**src/rtl/matrix_stream_loader.sv**
```systemverilog
// Collects a ROW_SIZE x COL_SIZE matrix from a row-major element stream into a
// register buffer and presents it whole, with in_last framing-error detection.
module matrix_stream_loader #(
  parameter int ROW_SIZE   = 4,
  parameter int COL_SIZE   = 4,
  parameter int DATA_WIDTH = 32
) (
  input  logic                                    clk,
  input  logic                                    rst_n,
  input  logic                                    in_valid,
  output logic                                    in_ready,
  input  logic [DATA_WIDTH-1:0]                   in_data,
  input  logic                                    in_last,
  output logic                                    out_valid,
  input  logic                                    out_ready,
  output logic [DATA_WIDTH-1:0]                   out_array [ROW_SIZE][COL_SIZE],
  output logic [$clog2(ROW_SIZE*COL_SIZE+1)-1:0]  elem_count,
  output logic                                    frame_err,
  input  logic                                    err_clear
);

  localparam int N   = ROW_SIZE * COL_SIZE;
  localparam int CW  = $clog2(N + 1);
  localparam int RW  = (ROW_SIZE > 1) ? $clog2(ROW_SIZE) : 1;
  localparam int CLW = (COL_SIZE > 1) ? $clog2(COL_SIZE) : 1;
  localparam logic [CW-1:0]  LAST_IDX = CW'(N - 1);
  localparam logic [CLW-1:0] COL_LAST = CLW'(COL_SIZE - 1);

  typedef enum logic {FILL, FULL} state_t;

  state_t         state, state_nxt;
  logic [RW-1:0]  row;
  logic [CLW-1:0] col;
  logic           accept;
  logic           is_final;
  logic           done;
  logic           early;
  logic           err_set;

  // Handshake outputs depend on state only, so out_ready never reaches in_ready.
  assign in_ready  = (state == FILL);
  assign out_valid = (state == FULL);

  assign accept   = in_valid & in_ready;
  assign is_final = (elem_count == LAST_IDX);
  assign done     = accept & is_final;
  assign early    = accept & in_last & ~is_final;
  assign err_set  = early | (done & ~in_last);

  always_ff @(posedge clk or negedge rst_n) begin
    if (!rst_n) state <= FILL;
    else        state <= state_nxt;
  end

  always_comb begin
    state_nxt = state;
    case (state)
      FILL:    if (done)      state_nxt = FULL;
      FULL:    if (out_ready) state_nxt = FILL;
      default: state_nxt = FILL;
    endcase
  end

  // Both a completed frame and an early in_last restart indexing at element 0.
  always_ff @(posedge clk or negedge rst_n) begin
    if (!rst_n) begin
      row        <= '0;
      col        <= '0;
      elem_count <= '0;
    end else if (done || early) begin
      row        <= '0;
      col        <= '0;
      elem_count <= '0;
    end else if (accept) begin
      elem_count <= elem_count + CW'(1);
      if (col == COL_LAST) begin
        col <= '0;
        row <= row + RW'(1);
      end else begin
        col <= col + CLW'(1);
      end
    end
  end

  // A new error takes priority over a simultaneous clear.
  always_ff @(posedge clk or negedge rst_n) begin
    if (!rst_n) frame_err <= 1'b0;
    else        frame_err <= err_set | (frame_err & ~err_clear);
  end

  always_ff @(posedge clk or negedge rst_n) begin
    if (!rst_n) begin
      for (int r = 0; r < ROW_SIZE; r++)
        for (int c = 0; c < COL_SIZE; c++)
          out_array[r][c] <= '0;
    end else if (accept) begin
      out_array[row][col] <= in_data;
    end
  end

endmodule

```
**config.mk**
```make
export PLATFORM = sky130hd
export DESIGN_NAME = matrix_stream_loader
export DESIGN_NICKNAME = d
export VERILOG_FILES = /design/src/rtl/matrix_stream_loader.sv
export SDC_FILE = /design/constraint.sdc
export NUM_CORES = 1
export LEC_CHECK = 0
export ABC_AREA = 1
export CAP_MARGIN = 20
export CORE_MARGIN = 5
export CORE_UTILIZATION = 30
export DETAILED_ROUTE_END_ITERATION = 6
export SLEW_MARGIN = 20
export SYNTH_ARGS = -nofsm -noshare
export SYNTH_HDL_FRONTEND = slang
export SYNTH_SLANG_ARGS = --single-unit
```
**constraint.sdc**
```tcl
create_clock -name clk -period 2.29 [get_ports clk]
set_input_delay 0.5725 -clock clk [delete_from_list [all_inputs] [get_ports clk]]
set_output_delay 0.5725 -clock clk [all_outputs]
set_load 0.1 [all_outputs]
```
# == Word level (Yosys, flattened, before mapping) ==
# Cells that the tools add are included.
# totals
ff_bits,523
word_cells,66
# op_classes
n_addsub,3
n_lt_le_gt_ge,4
eq_ne,2
muxes,16
n_bitwise,14
reduce_logical,6
# op_table
cell,n
512-bit bitwise mux,1
128-bit demux with 2-bit select,1
128-bit two-way mux,1
32-bit demux with 2-bit select,1
32-bit two-way mux,1
2-bit two-way mux,6
5-bit two-way mux,2
1-bit bitwise AND,6
3-bit greater-or-equal comparator (second input constant),2
3-bit by 1-bit less-than comparator with 1-bit output (second input constant),2
2-bit inverter with 3-bit output,2
5-bit by 1-bit adder with 5-bit output (second input constant),1
5-bit by 4-bit == test with 1-bit output (second input constant),1
2-bit by 1-bit adder with 2-bit output (second input constant),2
1-bit inverter,4
2-bit nonzero test,2
2-bit == test (second input constant),1
1-bit logical AND,2
1-bit two-way mux,2
1-bit OR,2
1-bit case mux with 2 select lines,1
2-bit AND reduction,1
1-bit logical OR,1

# == Depth between registers and ports, before layout ==
# depth
word_depth,8
depth_mapped,8

# == Worst setup path before layout ==
# OpenSTA, ideal clock, no wires.
# synth_timing
path_type,register -> register
start,reg state (netlist: out_valid)
end,reg out_array[16] in the netlist's numbering
setup_time_ns,0.077
arrival_time_ns,2.342
setup_slack_ns,-0.128
stages_incl_launch_ff,8
n_path_buf,1
period_less_slack_ns,2.418
path_cell_list,dfrtp_1 > inv_2 > nand2_2 > nor2_4 > nand2_2 > clkbuf_1 > nand2_1 > o21ai_1
# synth_between
elab_chain_cells,2
# synth_lines
element,line_no,text
"start, declared",31,"state_t state, state_nxt;"
"start signal, assigned",52,else state <= state_nxt;
1-bit inverter,41,assign in_ready = (state == FILL);
via in_ready,11,"output logic in_ready,"
1-bit bitwise AND,44,assign accept = in_valid & in_ready;
"end signal, assigned by index",97,out_array[row][col] <= in_data;
"end, declared",16,"output logic [DATA_WIDTH-1:0] out_array [ROW_SIZE][COL_SIZE],"
# The timed path passes the listed nets, and every way through them passes these cells.
# A chain may end at the register's enable or synchronous reset.

# == Worst setup path after layout ==
# layout_timing
start,reg state (netlist: out_valid)
end,out in_ready
# layout_between
elab_chain_cells,1
# layout_lines
element,line_no
1-bit inverter,41
"end, declared",11
# No other way between the ends.

==> run_summary.xml <==
<?xml version="1.0" encoding="UTF-8"?>
<metrics>
  <group name="status">
    <metric name="outcome" unit="">complete, no violations</metric>
  </group>
  <group name="placed_design">
    <metric name="post-dp-hpwl" unit="um">46200</metric>
    <metric name="place_area" unit="um^2">24500</metric>
    <metric name="portBuffers" unit="">557</metric>
    <metric name="place.detailed.instances" unit="">3135</metric>
    <metric name="gpl.final_weighted_congestion" unit="">0.825</metric>
  </group>
  <group name="floorplanning">
    <metric name="start_util" unit="%">30.1</metric>
    <metric name="chipWidth" unit="um">261</metric>
    <metric name="dieHeight" unit="um">261</metric>
    <metric name="row_count" unit="">92</metric>
    <metric name="floorplan.core_area" unit="um^2">62700</metric>
    <metric name="top_level_ports" unit="">558</metric>
    <metric name="die_area" unit="um^2">68000</metric>
  </group>
  <group name="detailed_routing">
    <metric name="initialDrtViolationCount" unit="">1009</metric>
    <metric name="drt-vias-per-instance" unit="">4.62</metric>
    <metric name="drt_first_pass_iters" unit="">5</metric>
    <metric name="drc_errors" unit="">0</metric>
    <metric name="routed_wire_length_per_instance" unit="um">20.4</metric>
    <metric name="highest_layer" unit="">met4</metric>
    <metric name="ant_nets" unit="">0</metric>
    <metric name="post_route_met1_wirelength" unit="um">26900</metric>
    <metric name="wirelength" unit="um">66100</metric>
    <metric name="route.met3.wl" unit="um">4920</metric>
    <metric name="dr_wl_met2" unit="um">32300</metric>
    <metric name="routed-via-count" unit="">14943</metric>
  </group>
  <group name="synth">
    <metric name="sequential_element_share_of_the_synthesized_area" unit="%">69.4</metric>
    <metric name="synth_enable_flop_cells" unit="">0</metric>
    <metric name="post-synth-top-count-cell" unit="">sky130_fd_sc_hd__nand2_1</metric>
    <metric name="async_s_r_ff_share_synth" unit="%">100</metric>
    <metric name="synthDistinctLibCells" unit="">22</metric>
    <metric name="top_cells_by_area_synth" unit="">sky130_fd_sc_hd__dfrtp_1 (69%), sky130_fd_sc_hd__nand2_1 (10%), sky130_fd_sc_hd__o21ai_1 (9.2%)</metric>
    <metric name="synth_commonest_cells" unit="">sky130_fd_sc_hd__nand2_1 (527), sky130_fd_sc_hd__dfrtp_1 (523), sky130_fd_sc_hd__o21ai_1 (346)</metric>
    <metric name="ys.flop_type" unit="">sky130_fd_sc_hd__dfrtp_1</metric>
    <metric name="postSynthNetCount" unit="">1834</metric>
    <metric name="synth_top_area_share" unit="%">69.4</metric>
    <metric name="synth.largest_area_cell" unit="">sky130_fd_sc_hd__dfrtp_1</metric>
    <metric name="synth_warnings" unit="">0</metric>
    <metric name="synth_area" unit="um^2">18900</metric>
    <metric name="ys_seq_elements" unit="">523</metric>
    <metric name="postSynthCellCount" unit="">1786</metric>
    <metric name="synthesis.area_per_instance" unit="um^2">10.6</metric>
  </group>
  <group name="sta">
    <metric name="timing_max_transition_violations_final" unit="">0</metric>
    <metric name="slew_headroom" unit="%">45.9</metric>
    <metric name="tns" unit="ps">0</metric>
    <metric name="grt_setup_unrepaired" unit="">false</metric>
    <metric name="timing.final.setup_violations" unit="">0</metric>
    <metric name="achievable-frequency" unit="MHz">489</metric>
    <metric name="max_slew.worst_pin.slew" unit="ps">811</metric>
    <metric name="timing_hold_violations_final" unit="">0</metric>
    <metric name="layout_worst_path_cycle_share" unit="%">89.3</metric>
    <metric name="min_period" unit="ps">2050</metric>
    <metric name="final.setup_skew" unit="ps">21.4</metric>
  </group>
  <group name="clock_network">
    <metric name="cts_hold_buf" unit="">1</metric>
    <metric name="numCtsBuffers" unit="">55</metric>
    <metric name="cts_tree" unit="">yes</metric>
    <metric name="clkSinkCount" unit="">523</metric>
    <metric name="clock_tree.root_cell" unit="">sky130_fd_sc_hd__clkbuf_16</metric>
    <metric name="clock_latency" unit="ps">590</metric>
    <metric name="cts_max_path_buffers" unit="">3</metric>
    <metric name="ctsResizeCount" unit="">0</metric>
    <metric name="cts_post_setup_buffers_inserted" unit="">0</metric>
    <metric name="clkSlewWorstSetupHoldPaths" unit="ps">60</metric>
    <metric name="cts.htree.levels" unit="">2</metric>
  </group>
  <group name="cells_and_area">
    <metric name="area_delta_synth_final" unit="%">40.1</metric>
    <metric name="layoutNonFillerInstCount" unit="">3235</metric>
    <metric name="design.final.nets" unit="">2395</metric>
    <metric name="share_of_post_route_cells_with_drive_strength_above_1" unit="%">29.8</metric>
    <metric name="n_antenna_cell" unit="">0</metric>
    <metric name="post-route-cell-area" unit="um^2">26400</metric>
  </group>
  <group name="worst_setup_path">
    <metric name="cp_cell_sequence" unit="">inv_2 &gt; buf_4</metric>
    <metric name="cpLargestDelayFamily" unit="">flip-flops</metric>
    <metric name="critical_path_buf_inv_count" unit="">2</metric>
    <metric name="slowest_stage" unit="">sky130_fd_sc_hd__dfrtp_2</metric>
    <metric name="critical_path_required" unit="ps">1720</metric>
    <metric name="arrival" unit="ps">1470</metric>
    <metric name="end_kind" unit="">primary output</metric>
    <metric name="critical_path_class" unit="">reg2out</metric>
    <metric name="startpoint_type" unit="">flip-flop</metric>
    <metric name="worst_path_largest_cell_delay" unit="ps">450</metric>
    <metric name="critical_path_peak_fanout" unit="">5</metric>
  </group>
  <group name="global_route">
    <metric name="number_of_antenna_violations_at_the_first_check_in_global_routing" unit="">1</metric>
    <metric name="grt_first_pass_wirelength" unit="um">96600</metric>
    <metric name="number_of_global_route_vias_before_repair" unit="">14703</metric>
    <metric name="grt_max_degree" unit="">86</metric>
    <metric name="grt.total_usage" unit="%">18.6</metric>
    <metric name="globalRoute.totalOverflow" unit="">0</metric>
  </group>
  <group name="job">
    <metric name="cap_violations" unit="">0</metric>
  </group>
  <group name="min_path">
    <metric name="hp-class" unit="">reg2reg</metric>
  </group>
</metrics>
sequential cells by signal, summed over array words and instances, names as in the netlist:
| register | flops |
|---|---|
| col | 2 |
| frame_err | 1 |
| out_array | 512 |
| row | 2 |
| out_valid | 1 |
| elem_count | 5 |
cell type report:
| class | instances | area (um^2) |
|---|---|---|
| tap | 846 | 1060 |
| sequential | 523 | 13100 |
| inverter | 42 | 158 |
| fill | 5992 | 36300 |
| clock buffer | 76 | 1640 |
| clock inverter | 23 | 238 |
| multi-input combinational | 1091 | 5040 |
| timing repair buffer | 634 | 5210 |
through the flow:
stage | util (%) | setup WS (ps) | hold slack (ps)
6_report | 42.1 | 245 | 485
5_1_grt | 42.1 | 79.3 | 512
4_1_cts | 42.1 | 205 | 489
3_5_place_dp | 39.1 | 145 | 474
3_3_place_gp | 39.1 | 119 | 468
2_1_floorplan | - | 145 | 277
final timing paths:
| kind | from | endpoint | slack, ps | cells past startpoint |
|---|---|---|---|---|
| worst max-delay path | out_valid$_DFF_PN0_ | in_ready | 240 | 2 |
| worst min-delay path | out_array[153]$_DFFE_PN0P_ | out_array[153]$_DFFE_PN0P_ | 480 | 2 |
| worst max register to register | elem_count[0]$_DFFE_PN0P_ | elem_count[4]$_DFFE_PN0P_ | 250 | 6 |
| worst min register to register | out_array[153]$_DFFE_PN0P_ | out_array[153]$_DFFE_PN0P_ | 480 | 2 |
| max in group asynchronous | rst_n | out_array[219]$_DFFE_PN0P_ | 880 | 3 |
| min in group asynchronous | rst_n | out_array[427]$_DFFE_PN0P_ | 550 | 2 |
tightest hold or removal path: stages, from the launching register on:
cell	delay, ps
sky130_fd_sc_hd__dfrtp_1	340
sky130_fd_sc_hd__nand2_1	50
sky130_fd_sc_hd__o21ai_0	60
routing by layer:
layer	global-route usage (%)	vias to the layer above
met1	23.6	7310
met2	31.6	533
met4	5.49	0
met3	4.57	108
met5	0	-
li1	-	6992
layout by cell type, fill, tap and decap left out, drive strengths merged:
cell type / Yosys / routed
a21oi: 1 / 1
nor2: 7 / 7
clkinvlp: 0 / 3
xor2: 1 / 1
nand3b: 1 / 1
clkdlybuf4s50: 0 / 36
o21ai: 518 / 518
and3: 1 / 1
nand3: 19 / 19
o221ai: 1 / 1
clkinv: 0 / 13
buf: 67 / 597
clkbuf: 63 / 76
nand2: 532 / 532
bufinv: 0 / 4
ha: 10 / 10
dlygate4sd3: 0 / 1
dfrtp: 523 / 523
inv: 42 / 45
cell families after synthesis:
| group | Yosys count | share of synthesized area, % |
|---|---|---|
| adder cells (fa/ha/maj) | 10 | 0.663 |
| XOR/XNOR | 1 | 0.0464 |
| flip-flops | 523 | 69.4 |
| buffers and inverters | 172 | 3.91 |
| AO/OA/AOI/OAI | 520 | 13.8 |
| AND/OR/NAND/NOR | 560 | 12.2 |
Power is not shown: default switching activity piles up to over one toggle a cycle in this logic, so the estimate is an artifact.
